==> src/rtl/axis_spm_scan_gen_if.sv <==
// Minimal AXI-Stream data path (tdata/tvalid) used for the scan coordinate outputs.
// There is no tready: the downstream rotation/offset stage is always ready.
interface axis_spm_scan_gen_if #(
   parameter int W = 32
) ();
   logic [W-1:0] tdata;
   logic         tvalid;

   modport master (output tdata, output tvalid);
   modport slave  (input  tdata, input  tvalid);
endinterface

==> src/rtl/axis_spm_scan_gen.sv <==
// Serpentine (forward/backward) raster scan generator for an SPM.
// It produces saturated X/Y scan coordinates, a per-pixel strobe and line/pixel indices.
//
// state | meaning
// IDLE  | waiting for an accepted start; coordinates hold
// FWD   | forward pass of the current line, xs increases by dx per pixel
// BWD   | backward pass of the current line, xs decreases by dx per pixel
// YSTEP | one cycle: ys += dy, advance to the next line
// DONE  | one cycle: done pulse, then back to IDLE
module axis_spm_scan_gen #(
   parameter int CNTW              = 16,
   parameter int SAXIS_TDATA_WIDTH = 32
) (
   input  logic                                a_clk,
   input  logic                                a_resetn,
   input  logic                                start,
   input  logic                                abort,
   input  logic [CNTW-1:0]                     nx,
   input  logic [CNTW-1:0]                     ny,
   input  logic signed [SAXIS_TDATA_WIDTH-1:0] dx,
   input  logic signed [SAXIS_TDATA_WIDTH-1:0] dy,
   input  logic [31:0]                         dwell,
   input  logic signed [SAXIS_TDATA_WIDTH-1:0] x_start,
   input  logic signed [SAXIS_TDATA_WIDTH-1:0] y_start,
   axis_spm_scan_gen_if.master                 M_AXIS_XS,
   axis_spm_scan_gen_if.master                 M_AXIS_YS,
   output logic                                pixel_strobe,
   output logic                                line_dir,
   output logic [CNTW-1:0]                     pixel_idx,
   output logic [CNTW-1:0]                     line_idx,
   output logic                                busy,
   output logic                                done
);

   localparam int W = SAXIS_TDATA_WIDTH;
   localparam logic signed [W:0] SMAX = $signed({2'b00, {(W-1){1'b1}}});
   localparam logic signed [W:0] SMIN = -SMAX;

   typedef enum logic [2:0] {IDLE, FWD, BWD, YSTEP, DONE} state_t;

   state_t                state;
   logic signed [W-1:0]   xs, ys;
   logic signed [W-1:0]   dx_l, dy_l;
   logic [CNTW-1:0]       nx_l, ny_l;
   logic [31:0]           dwm1;
   logic [31:0]           cnt;

   logic signed [W:0]     xs_add, xs_sub, ys_add;
   logic [CNTW-1:0]       px_last, ln_last;
   logic                  dw_single, cnt_next_tc;

   function automatic logic signed [W-1:0] sat(input logic signed [W:0] s);
      if (s > SMAX)      return SMAX[W-1:0];
      else if (s < SMIN) return SMIN[W-1:0];
      else               return s[W-1:0];
   endfunction

   always_comb begin
      xs_add      = $signed({xs[W-1], xs}) + $signed({dx_l[W-1], dx_l});
      xs_sub      = $signed({xs[W-1], xs}) - $signed({dx_l[W-1], dx_l});
      ys_add      = $signed({ys[W-1], ys}) + $signed({dy_l[W-1], dy_l});
      px_last     = nx_l - CNTW'(1);
      ln_last     = ny_l - CNTW'(1);
      dw_single   = (dwm1 == 32'd0);
      cnt_next_tc = ((cnt + 32'd1) == dwm1);
   end

   // pixel_strobe is registered one cycle ahead, so it doubles as the
   // dwell terminal-count flag for the current cycle (cnt == dwm1).
   always_ff @(posedge a_clk) begin
      if (!a_resetn) begin
         state        <= IDLE;
         xs           <= '0;
         ys           <= '0;
         dx_l         <= '0;
         dy_l         <= '0;
         nx_l         <= '0;
         ny_l         <= '0;
         dwm1         <= '0;
         cnt          <= '0;
         pixel_idx    <= '0;
         line_idx     <= '0;
         line_dir     <= 1'b0;
         pixel_strobe <= 1'b0;
         busy         <= 1'b0;
         done         <= 1'b0;
      end else begin
         done <= 1'b0;
         if (abort) begin
            state        <= IDLE;
            busy         <= 1'b0;
            pixel_strobe <= 1'b0;
            cnt          <= '0;
         end else begin
            case (state)
               IDLE: begin
                  if (start && (nx != '0) && (ny != '0)) begin
                     nx_l         <= nx;
                     ny_l         <= ny;
                     dx_l         <= dx;
                     dy_l         <= dy;
                     dwm1         <= (dwell == 32'd0) ? 32'd0 : dwell - 32'd1;
                     xs           <= x_start;
                     ys           <= y_start;
                     pixel_idx    <= '0;
                     line_idx     <= '0;
                     line_dir     <= 1'b0;
                     cnt          <= '0;
                     pixel_strobe <= (dwell <= 32'd1);
                     busy         <= 1'b1;
                     state        <= FWD;
                  end
               end
               FWD: begin
                  if (pixel_strobe) begin
                     cnt          <= '0;
                     pixel_strobe <= dw_single;
                     if (pixel_idx != px_last) begin
                        xs        <= sat(xs_add);
                        pixel_idx <= pixel_idx + CNTW'(1);
                     end else begin
                        state     <= BWD;
                        line_dir  <= 1'b1;
                        pixel_idx <= '0;
                     end
                  end else begin
                     cnt          <= cnt + 32'd1;
                     pixel_strobe <= cnt_next_tc;
                  end
               end
               BWD: begin
                  if (pixel_strobe) begin
                     cnt <= '0;
                     if (pixel_idx != px_last) begin
                        xs           <= sat(xs_sub);
                        pixel_idx    <= pixel_idx + CNTW'(1);
                        pixel_strobe <= dw_single;
                     end else if (line_idx != ln_last) begin
                        pixel_strobe <= 1'b0;
                        state        <= YSTEP;
                     end else begin
                        pixel_strobe <= 1'b0;
                        done         <= 1'b1;
                        state        <= DONE;
                     end
                  end else begin
                     cnt          <= cnt + 32'd1;
                     pixel_strobe <= cnt_next_tc;
                  end
               end
               YSTEP: begin
                  ys           <= sat(ys_add);
                  line_idx     <= line_idx + CNTW'(1);
                  pixel_idx    <= '0;
                  line_dir     <= 1'b0;
                  cnt          <= '0;
                  pixel_strobe <= dw_single;
                  state        <= FWD;
               end
               DONE: begin
                  busy  <= 1'b0;
                  state <= IDLE;
               end
               default: begin
                  busy  <= 1'b0;
                  state <= IDLE;
               end
            endcase
         end
      end
   end

   assign M_AXIS_XS.tdata  = xs;
   assign M_AXIS_YS.tdata  = ys;
   assign M_AXIS_XS.tvalid = 1'b1;
   assign M_AXIS_YS.tvalid = 1'b1;

endmodule

==> src/flat_wrapper.sv <==
// flat-port wrapper written by rule: the top's interface ports become plain ports
module axis_spm_scan_gen_flat 
#(
   parameter int CNTW              = 16,
   parameter int SAXIS_TDATA_WIDTH = 32
)
  (a_clk, a_resetn, start, abort, nx, ny, dx, dy, dwell, x_start, y_start, pixel_strobe, line_dir, pixel_idx, line_idx, busy, done, M_AXIS_XS_tdata, M_AXIS_XS_tvalid, M_AXIS_YS_tdata, M_AXIS_YS_tvalid);
  axis_spm_scan_gen_if #(.W(32)) M_AXIS_XS_i ();
  axis_spm_scan_gen_if #(.W(32)) M_AXIS_YS_i ();
  input  logic a_clk;
  input  logic a_resetn;
  input  logic start;
  input  logic abort;
  input  logic [CNTW-1:0] nx;
  input  logic [CNTW-1:0] ny;
  input  logic signed [SAXIS_TDATA_WIDTH-1:0] dx;
  input  logic signed [SAXIS_TDATA_WIDTH-1:0] dy;
  input  logic [31:0] dwell;
  input  logic signed [SAXIS_TDATA_WIDTH-1:0] x_start;
  input  logic signed [SAXIS_TDATA_WIDTH-1:0] y_start;
  output logic pixel_strobe;
  output logic line_dir;
  output logic [CNTW-1:0] pixel_idx;
  output logic [CNTW-1:0] line_idx;
  output logic busy;
  output logic done;
  output wire logic [$bits(M_AXIS_XS_i.tdata)-1:0] M_AXIS_XS_tdata;
  output wire logic [$bits(M_AXIS_XS_i.tvalid)-1:0] M_AXIS_XS_tvalid;
  output wire logic [$bits(M_AXIS_YS_i.tdata)-1:0] M_AXIS_YS_tdata;
  output wire logic [$bits(M_AXIS_YS_i.tvalid)-1:0] M_AXIS_YS_tvalid;
  assign M_AXIS_XS_tdata = M_AXIS_XS_i.tdata;
  assign M_AXIS_XS_tvalid = M_AXIS_XS_i.tvalid;
  assign M_AXIS_YS_tdata = M_AXIS_YS_i.tdata;
  assign M_AXIS_YS_tvalid = M_AXIS_YS_i.tvalid;
  axis_spm_scan_gen #(.CNTW(CNTW), .SAXIS_TDATA_WIDTH(SAXIS_TDATA_WIDTH)) u_core (.a_clk(a_clk), .a_resetn(a_resetn), .start(start), .abort(abort), .nx(nx), .ny(ny), .dx(dx), .dy(dy), .dwell(dwell), .x_start(x_start), .y_start(y_start), .M_AXIS_XS(M_AXIS_XS_i), .M_AXIS_YS(M_AXIS_YS_i), .pixel_strobe(pixel_strobe), .line_dir(line_dir), .pixel_idx(pixel_idx), .line_idx(line_idx), .busy(busy), .done(done));
endmodule
==> config.mk <==
export PLATFORM = sky130hd
export DESIGN_NAME = axis_spm_scan_gen_flat
export DESIGN_NICKNAME = d
export VERILOG_FILES = /design/src/rtl/axis_spm_scan_gen_if.sv /design/src/rtl/axis_spm_scan_gen.sv /design/src/flat_wrapper.sv
export SDC_FILE = /design/constraint.sdc
export NUM_CORES = 1
export LEC_CHECK = 0
export ABC_AREA = 0
export BUFFER_PORTS_ARGS = -buffer_cell sky130_fd_sc_hd__buf_4
export CORE_MARGIN = 8
export CORE_UTILIZATION = 35
export CTS_BUF_LIST = sky130_fd_sc_hd__clkbuf_8
export DETAILED_ROUTE_END_ITERATION = 7
export PLACE_DENSITY = 0.64
export SYNTH_ARGS = -nofsm -noshare
export SYNTH_HDL_FRONTEND = slang
export SYNTH_SLANG_ARGS = --single-unit
==> constraint.sdc <==
create_clock -name a_clk -period 3.97 [get_ports a_clk]
set_input_delay 0.1985 -clock a_clk [delete_from_list [all_inputs] [get_ports a_clk]]
set_output_delay 0.1985 -clock a_clk [all_outputs]
set_load 0.02 [all_outputs]
==> results of run 1 <==
[repair_timing]
action / in CTS / in global routing
gates resized for setup: 0 / 20
endpoints found under the setup margin: 0 / 41
hold buffers: 192 / 0
endpoints found under the hold margin: 182 / 0
[cells in the final DEF (no fill, tap or decap), drive strengths merged, types with 13 or more instances in the layout]
master | netlist | layout
nand2 | 426 | 426
buf | 27 | 399
dfxtp | 263 | 263
nor2 | 218 | 218
a21oi | 195 | 195
dlygate4sd3 | 0 | 192
o21ai | 168 | 168
xnor2 | 145 | 145
a21boi | 106 | 106
ha | 104 | 104
inv | 78 | 100
xor2 | 74 | 74
a31oi | 69 | 69
nor3 | 66 | 66
clkbuf | 135 | 64
nand3 | 58 | 58
nor4 | 53 | 53
nand4 | 44 | 44
a22oi | 39 | 39
a21o | 35 | 35
or3 | 28 | 28
o31ai | 27 | 27
o211ai | 24 | 24
nor2b | 18 | 18
a211oi | 18 | 18
and3 | 17 | 17
a41oi | 16 | 16
and2 | 15 | 15
nand2b | 13 | 13
[state kept, by name (all words and copies together) (netlist names)]
name                    flops
u_core.pixel_strobe         1
u_core.state                3
u_core.pixel_idx           16
u_core.M_AXIS_XS.tdata     32
u_core.dwm1                32
u_core.nx_l                16
u_core.M_AXIS_YS.tdata     32
u_core.busy                 1
u_core.dy_l                32
u_core.dx_l                32
u_core.line_dir             1
u_core.line_idx            16
u_core.cnt                 32
u_core.ny_l                16
u_core.done                 1
[per-stage QoR]
stage	util	instances	area [µm²]
after global placement	0.415	3643	22900
after global routing	0.470	3929	25900
after floorplan	-	2658	19500
after detailed placement	0.415	3643	22900
final	0.470	3931	25900
after CTS	0.468	3924	25800
[power by group through the flow]
stage                     logic [W]  clock network, W  registers (W)
after floorplan             0.00181                 0        0.00301
after global placement      0.00297                 0        0.00299
after detailed placement    0.00295                 0        0.00300
after CTS                   0.00312           0.00286        0.00294
after global routing        0.00348           0.00299        0.00296
final                       0.00323           0.00278        0.00294
[critical path, delay by kind of cell, from the launching register on]
kind | cells | cell delay [ns]
adder cells (fa/ha/maj) | 2 | 0.47
AO/OA/AOI/OAI | 5 | 1.19
buffers and inverters | 2 | 0.27
XOR/XNOR | 1 | 0.20
AND/OR/NAND/NOR | 5 | 1.31
flip-flops | 1 | 0.34
[logic make-up after synthesis]
group                      after synthesis
DFF                                    263
other                                    1
xor gates and xnor gates               219
adders and majority gates              107
AOI/OAI and AO/OA                      802
buffers and inverters                  241
and+or+nand+nor                       1017
muxes                                    7
[cell usage after synthesis (52+ instances only)]
cell,instances,area share
nor3_1,66,0.017
xnor2_1,145,0.065
clkbuf_1,135,0.026
dfxtp_1,263,0.27
o21ai_0,166,0.043
nand3_1,58,0.015
ha_1,104,0.067
a21boi_0,106,0.041
a31oi_1,69,0.022
xor2_1,74,0.033
nand2_1,426,0.082
nor4_1,52,0.017
nor2_1,218,0.042
inv_1,78,0.015
a21oi_1,194,0.050
[cell type report]
type	count	area (µm²)	area share
repair buffers	591	4940	0.191
flip-flops and latches	263	5270	0.203
diodes	7	17.5	0.000676
clock buffers	64	881	0.0340
inverters	79	297	0.0114
clock inverters	25	143	0.00551
well taps	748	936	0.0361
multi-input cells	2154	13400	0.518
[layer usage]
layer | track usage | routed length [µm]
met5 | 0 | 8
met4 | 0.0800 | 2600
met3 | 0.0493 | 5840
met2 | 0.364 | 34100
met1 | 0.301 | 33300
[final timing paths]
kind	from	endpoint	slack, ns	cells past startpoint
setup reg to reg	u_core.M_AXIS_XS.tdata[0]	u_core.M_AXIS_XS.tdata[0]	0.11	15
setup / recovery	u_core.M_AXIS_XS.tdata[0]	u_core.M_AXIS_XS.tdata[0]	0.11	15
hold / removal	y_start[4]	u_core.M_AXIS_YS.tdata[4]	0.05	5
hold reg to reg	u_core.dy_l[4]	u_core.dy_l[4]	0.47	2
==> out/summary.txt, run 1 <==
Status = complete, no violations
Post-Synth Adder-Cell Area = 0.0698
Seq/Total Area, Yosys = 0.270
Final worst path period share = 0.972
H-tree Lvls = 2
Compound-Gate Fraction of Synth Area = 0.267
Post-synth EDFFs = 0
Sw frac = 0.375
Psw = 0.00336 W
CP Data Arrival Time = 4.44 ns
Synth Area in XOR/XNOR = 0.0983
Post-DP HPWL = 55.5 mm
First-pass GRT wire length = 119 mm
Total gr overflow = 0
Reg clk slew, reported paths = 0.07 ns
Drt drc = 0
DR WL/cell = 19.3 µm
Drt pass-1 iters = 7
Die area = 63,600 µm²
YS warnings = 0
Number of synthesized register bits = 263
Mapped Area = 19,500 µm²
Largest net degree at the start of global routing = 86
CP most frequent cell = nand4_1
Layout fillers = 5,483
Max_slew headroom = 0.417
Worst Path Required = 4.55 ns
Clock Skew = 0.0450 ns
WS Path Type = flop to flop
Vias in the first global route = 21,100
Max_cap viols = 0
Seq pwr share = 0.329
Clk sinks = 263
Syn Area/Cell = 7.34 µm²
Routed via count = 21,900
Synth Flop Type = dfxtp_1
Async set or reset register ratio after synthesis = 0
Longest Clk Path Bufs = 3
Row count = 86
GRT Overall Usage = 0.228
Pwr dens = 346 nW/µm²
Pwr Total = 0.00895 W
Setup crit end kind = flop
Post-Synth Simple-Gate Area = 0.242
Startpoint types = flop
Total negative setup slack = 0 ns
Min-delay worst type = primary input to flop
Wirelength, routed = 75.9 mm
Final GP Congestion = 1.01
Root Buffer = clkbuf_8
Fin nets = 3,443
Worst path cell trace = ha_1, inv_1, fa_1, nor2_2, o311a_1, or4_1, a41oi_1, xnor2_1, nand4_1, nor4_1, buf_4, nand4_1, o31ai_2, a211oi_1, o22ai_1
Hold WS = 0.0540 ns
Fmax achieved = 0.259 GHz
# IOs = 298
DR vias/cell = 5.57
CTS tree = done
Die X = 252 µm
Largest family of logic cells by synthesized area = compound AO/OA/AOI/OAI gates
Post-layout min period = 3.86 ns
Total CTS buffers = 51
Mux cell area share after synthesis = 0.00436
Hold Violations, Final = 0
Measured slew at the worst slew-check pin = 0.873 ns
Clock power share = 0.311
Slew Limit Fails = 0
Core area = 55,100 µm²
Crit-path max FO = 3
Synthesis-to-finish area growth = 32.7%
Die Height = 252 µm
Final worst slack = 0.112 ns
Comb pwr share = 0.360
Final setup vio count = 0
Detailed router's first-iteration violation count = 1,896
Max VDD drop = 0.203 mV
Post-detailed-route count of antenna-violating nets = 0
Starting Density = 0.354
Gate Count Post-Synth = 2,657
Initial antenna violation count = 6
Pint = 0.00559 W
CP max-delay cell = or4_1
Worst stage delay on the critical path = 0.52 ns
Place WS = 0.0812 ns
IO Port Bufs = 295
Share of cells above drive strength 1 = 0.164
Post-CTS Setup Bufs = 0
Leak Pwr = 10.6 nW
Clock latency on the worst-skew pair = 0.67 ns
Netlist cell types = 80
(Power assumes the default switching activity.)
==> inputs of run 2 (changes only) <==
ABC_CLOCK_PERIOD_IN_PS = 3970   (was default)
CELL_PAD_IN_SITES_DETAIL_PLACEMENT = 0   (was default)
CELL_PAD_IN_SITES_GLOBAL_PLACEMENT = 1   (was default)
PLACE_DENSITY = 0.79   (was 0.64)
==> run 2 against run 1 <==
Clock power grew 4%. Combinational power grew 5%. Core utilization grew 1.0 points. Clock skew shrank 0.021 ns. Power grew 3.1%. Sequential share of layout area shrank 0.43 points. Critical endpoint unchanged. Largest power group unchanged. Highest routed layer unchanged.
==> out/summary.txt, run 2 (same netlist as run 1, synthesis figures left out) <==
Longest Clk Path Bufs = 3
Crit-path max FO = 8
Fin nets = 3,497
Top delay family on crit path = compound AO/OA/AOI/OAI gates
Initial antenna violation count = 5
Worst hold path cell count = 5
Min-delay worst type = primary input to flop
GRT Overall Usage = 0.237
RR Startpoint = u_core.dx_l[6]
CP Data Arrival Time = 4.41 ns
Starting Density = 0.354
Final setup vio count = 0
Clock latency on the worst-skew pair = 0.65 ns
Fmax achieved = 0.260 GHz
Reg clk slew, reported paths = 0.07 ns
Design area = 26,500 µm²
Clock Skew = 0.0244 ns
Hold Violations, Final = 0
Reg2reg path depth = 13
CTS tree = done
First-pass GRT wire length = 122 mm
Total negative setup slack = 0 ns
Startpoint types = flop
Placed cell area = 23,100 µm²
Commonest non-fill, non-tap cell in the layout = buf_4
Share of cells above drive strength 1 = 0.175
Pwr dens = 349 nW/µm²
# IOs = 298
Sw frac = 0.370
R2r setup slk = 0.12 ns
Vias in the first global route = 21,800
Setup crit end kind = flop
Largest net degree at the start of global routing = 59
H-tree Lvls = 2
Worst stage delay on the critical path = 0.62 ns
Psw = 0.00342 W
Leak Pwr = 11.0 nW
Pint = 0.00581 W
Worst Path Required = 4.54 ns
Final worst slack = 0.124 ns
Measured slew at the worst slew-check pin = 1.05 ns
Status = complete, no violations
CP max-delay cell = or4b_2
Layout fillers = 5,440
WHS Endpoint = u_core.M_AXIS_XS.tdata[0]
Seq pwr share = 0.319
DR WL/cell = 19.8 µm
Post-DP HPWL = 58.8 mm
Max_slew headroom = 0.297
Slew Limit Fails = 0
Detailed router's first-iteration violation count = 1,696
Commonest cells after routing, fill and taps aside = buf_4, nand2_1, dfxtp_1, nor2_1, dlygate4sd3_1
Row count = 86
Die X = 252 µm
Post-layout min period = 3.85 ns
Final worst path period share = 0.969
Max VDD drop = 0.208 mV
Final GP Congestion = 0.971
Clk sinks = 263
Drt drc = 0
Root Buffer = clkbuf_8
Clock power share = 0.314
Hold Crit Start = x_start[0]
Worst path cell trace = inv_1, ha_2, inv_1, o31ai_1, a31oi_1, o211a_1, o211ai_1, nand2_1, xnor2_1, or4b_2, nor4_2, a21oi_1, o22ai_1
R2R Path End = u_core.M_AXIS_XS.tdata[0]
Routed via count = 22,000
Core area = 55,100 µm²
CP most frequent cell = inv_1
WS Path Type = flop to flop
Die Height = 252 µm
Comb pwr share = 0.367
Buf/Inv on CP = 2
IO Port Bufs = 295
Post-detailed-route count of antenna-violating nets = 0
Place WS = -0.0413 ns
Total CTS buffers = 49
Synthesis-to-finish area growth = 35.6%
Die area = 63,600 µm²
Wirelength, routed = 78.9 mm
DR vias/cell = 5.52
Drt pass-1 iters = 5
Max_cap viols = 0
Total gr overflow = 0
run 2: cell types whose count changed in the layout (fill, tap and decap cells not counted), moves of 4 or more:
cell,previous run,this run
buf_4,397,428
clkinv_2,1,8
diode_2,7,3
dlygate4sd3_1,192,216
inv_1,98,90
o21ai_0,164,160
o21ai_1,3,8
run 2: power groups by stage:
stage	Sequential (W)	Combinational (W)	Clock, W
floorplan	0.00301	0.00181	0
global placement	0.00299	0.00310	0
detailed placement	0.00300	0.00310	0
CTS	0.00294	0.00329	0.00299
global route	0.00296	0.00366	0.00310
finish	0.00295	0.00339	0.00289
run 2: final cells by class:
cell class                 count  area [µm²]  area share
sequential                   263        5270       0.199
tap                          748         936      0.0354
inverter                      79         297      0.0112
multi-input combinational   2154       13400       0.508
timing repair buffer         647        5440       0.205
clock buffer                  63         867      0.0328
clock inverter                26         208     0.00785
antenna                        3        7.51    0.000284
run 2: worst max path at each step:
| stage | start | cells past startpoint | end | slack, ns |
|---|---|---|---|---|
| after floorplan | u_core.M_AXIS_XS.tdata[0] | 14 | u_core.M_AXIS_XS.tdata[0] | 0.33 |
| after global placement | u_core.M_AXIS_XS.tdata[0] | 14 | u_core.M_AXIS_XS.tdata[0] | -0.02 |
| after detailed placement | u_core.M_AXIS_XS.tdata[0] | 14 | u_core.M_AXIS_XS.tdata[0] | -0.04 |
| after CTS | u_core.M_AXIS_XS.tdata[0] | 14 | u_core.M_AXIS_XS.tdata[0] | 0.02 |
| after global routing | u_core.dx_l[2] | 16 | u_core.M_AXIS_XS.tdata[6] | -0.02 |
| final | u_core.dx_l[6] | 13 | u_core.M_AXIS_XS.tdata[0] | 0.12 |
run 2: what timing repair did:
action                                  4_1_cts  5_1_grt
buffers inserted                              0        4
pin swaps                                     0        1
hold buffers                                216        0
hold endpoints to repair                    177        0
endpoints found under the setup margin        1       62
gates resized for setup                       2       25
run 2: tightest hold or removal path, cell delays in order:
cell      delay, ns
buf_4          0.08
nand2_1        0.09
o21ai_0        0.10
a211oi_1       0.06
o22ai_1        0.15
run 2: per-layer routing:
metal,vias up,wire [µm],GRT usage
li1,10600,-,-
met1,10400,35600,0.319
met2,832,35100,0.375
met3,138,5740,0.0497
met4,2,2480,0.0779
met5,-,14,0
run 2: through the flow:
step / util / total power [W] / hold WS [ns] / cells
finish: 0.480 / 0.00923 / 0.0827 / 3983
global route: 0.480 / 0.00972 / 0.0526 / 3983
CTS: 0.478 / 0.00922 / 0.0000807 / 3976
detailed placement: 0.419 / 0.00610 / 0.445 / 3671
global placement: 0.419 / 0.00609 / 0.440 / 3671
floorplan: - / 0.00482 / 0.314 / 2658
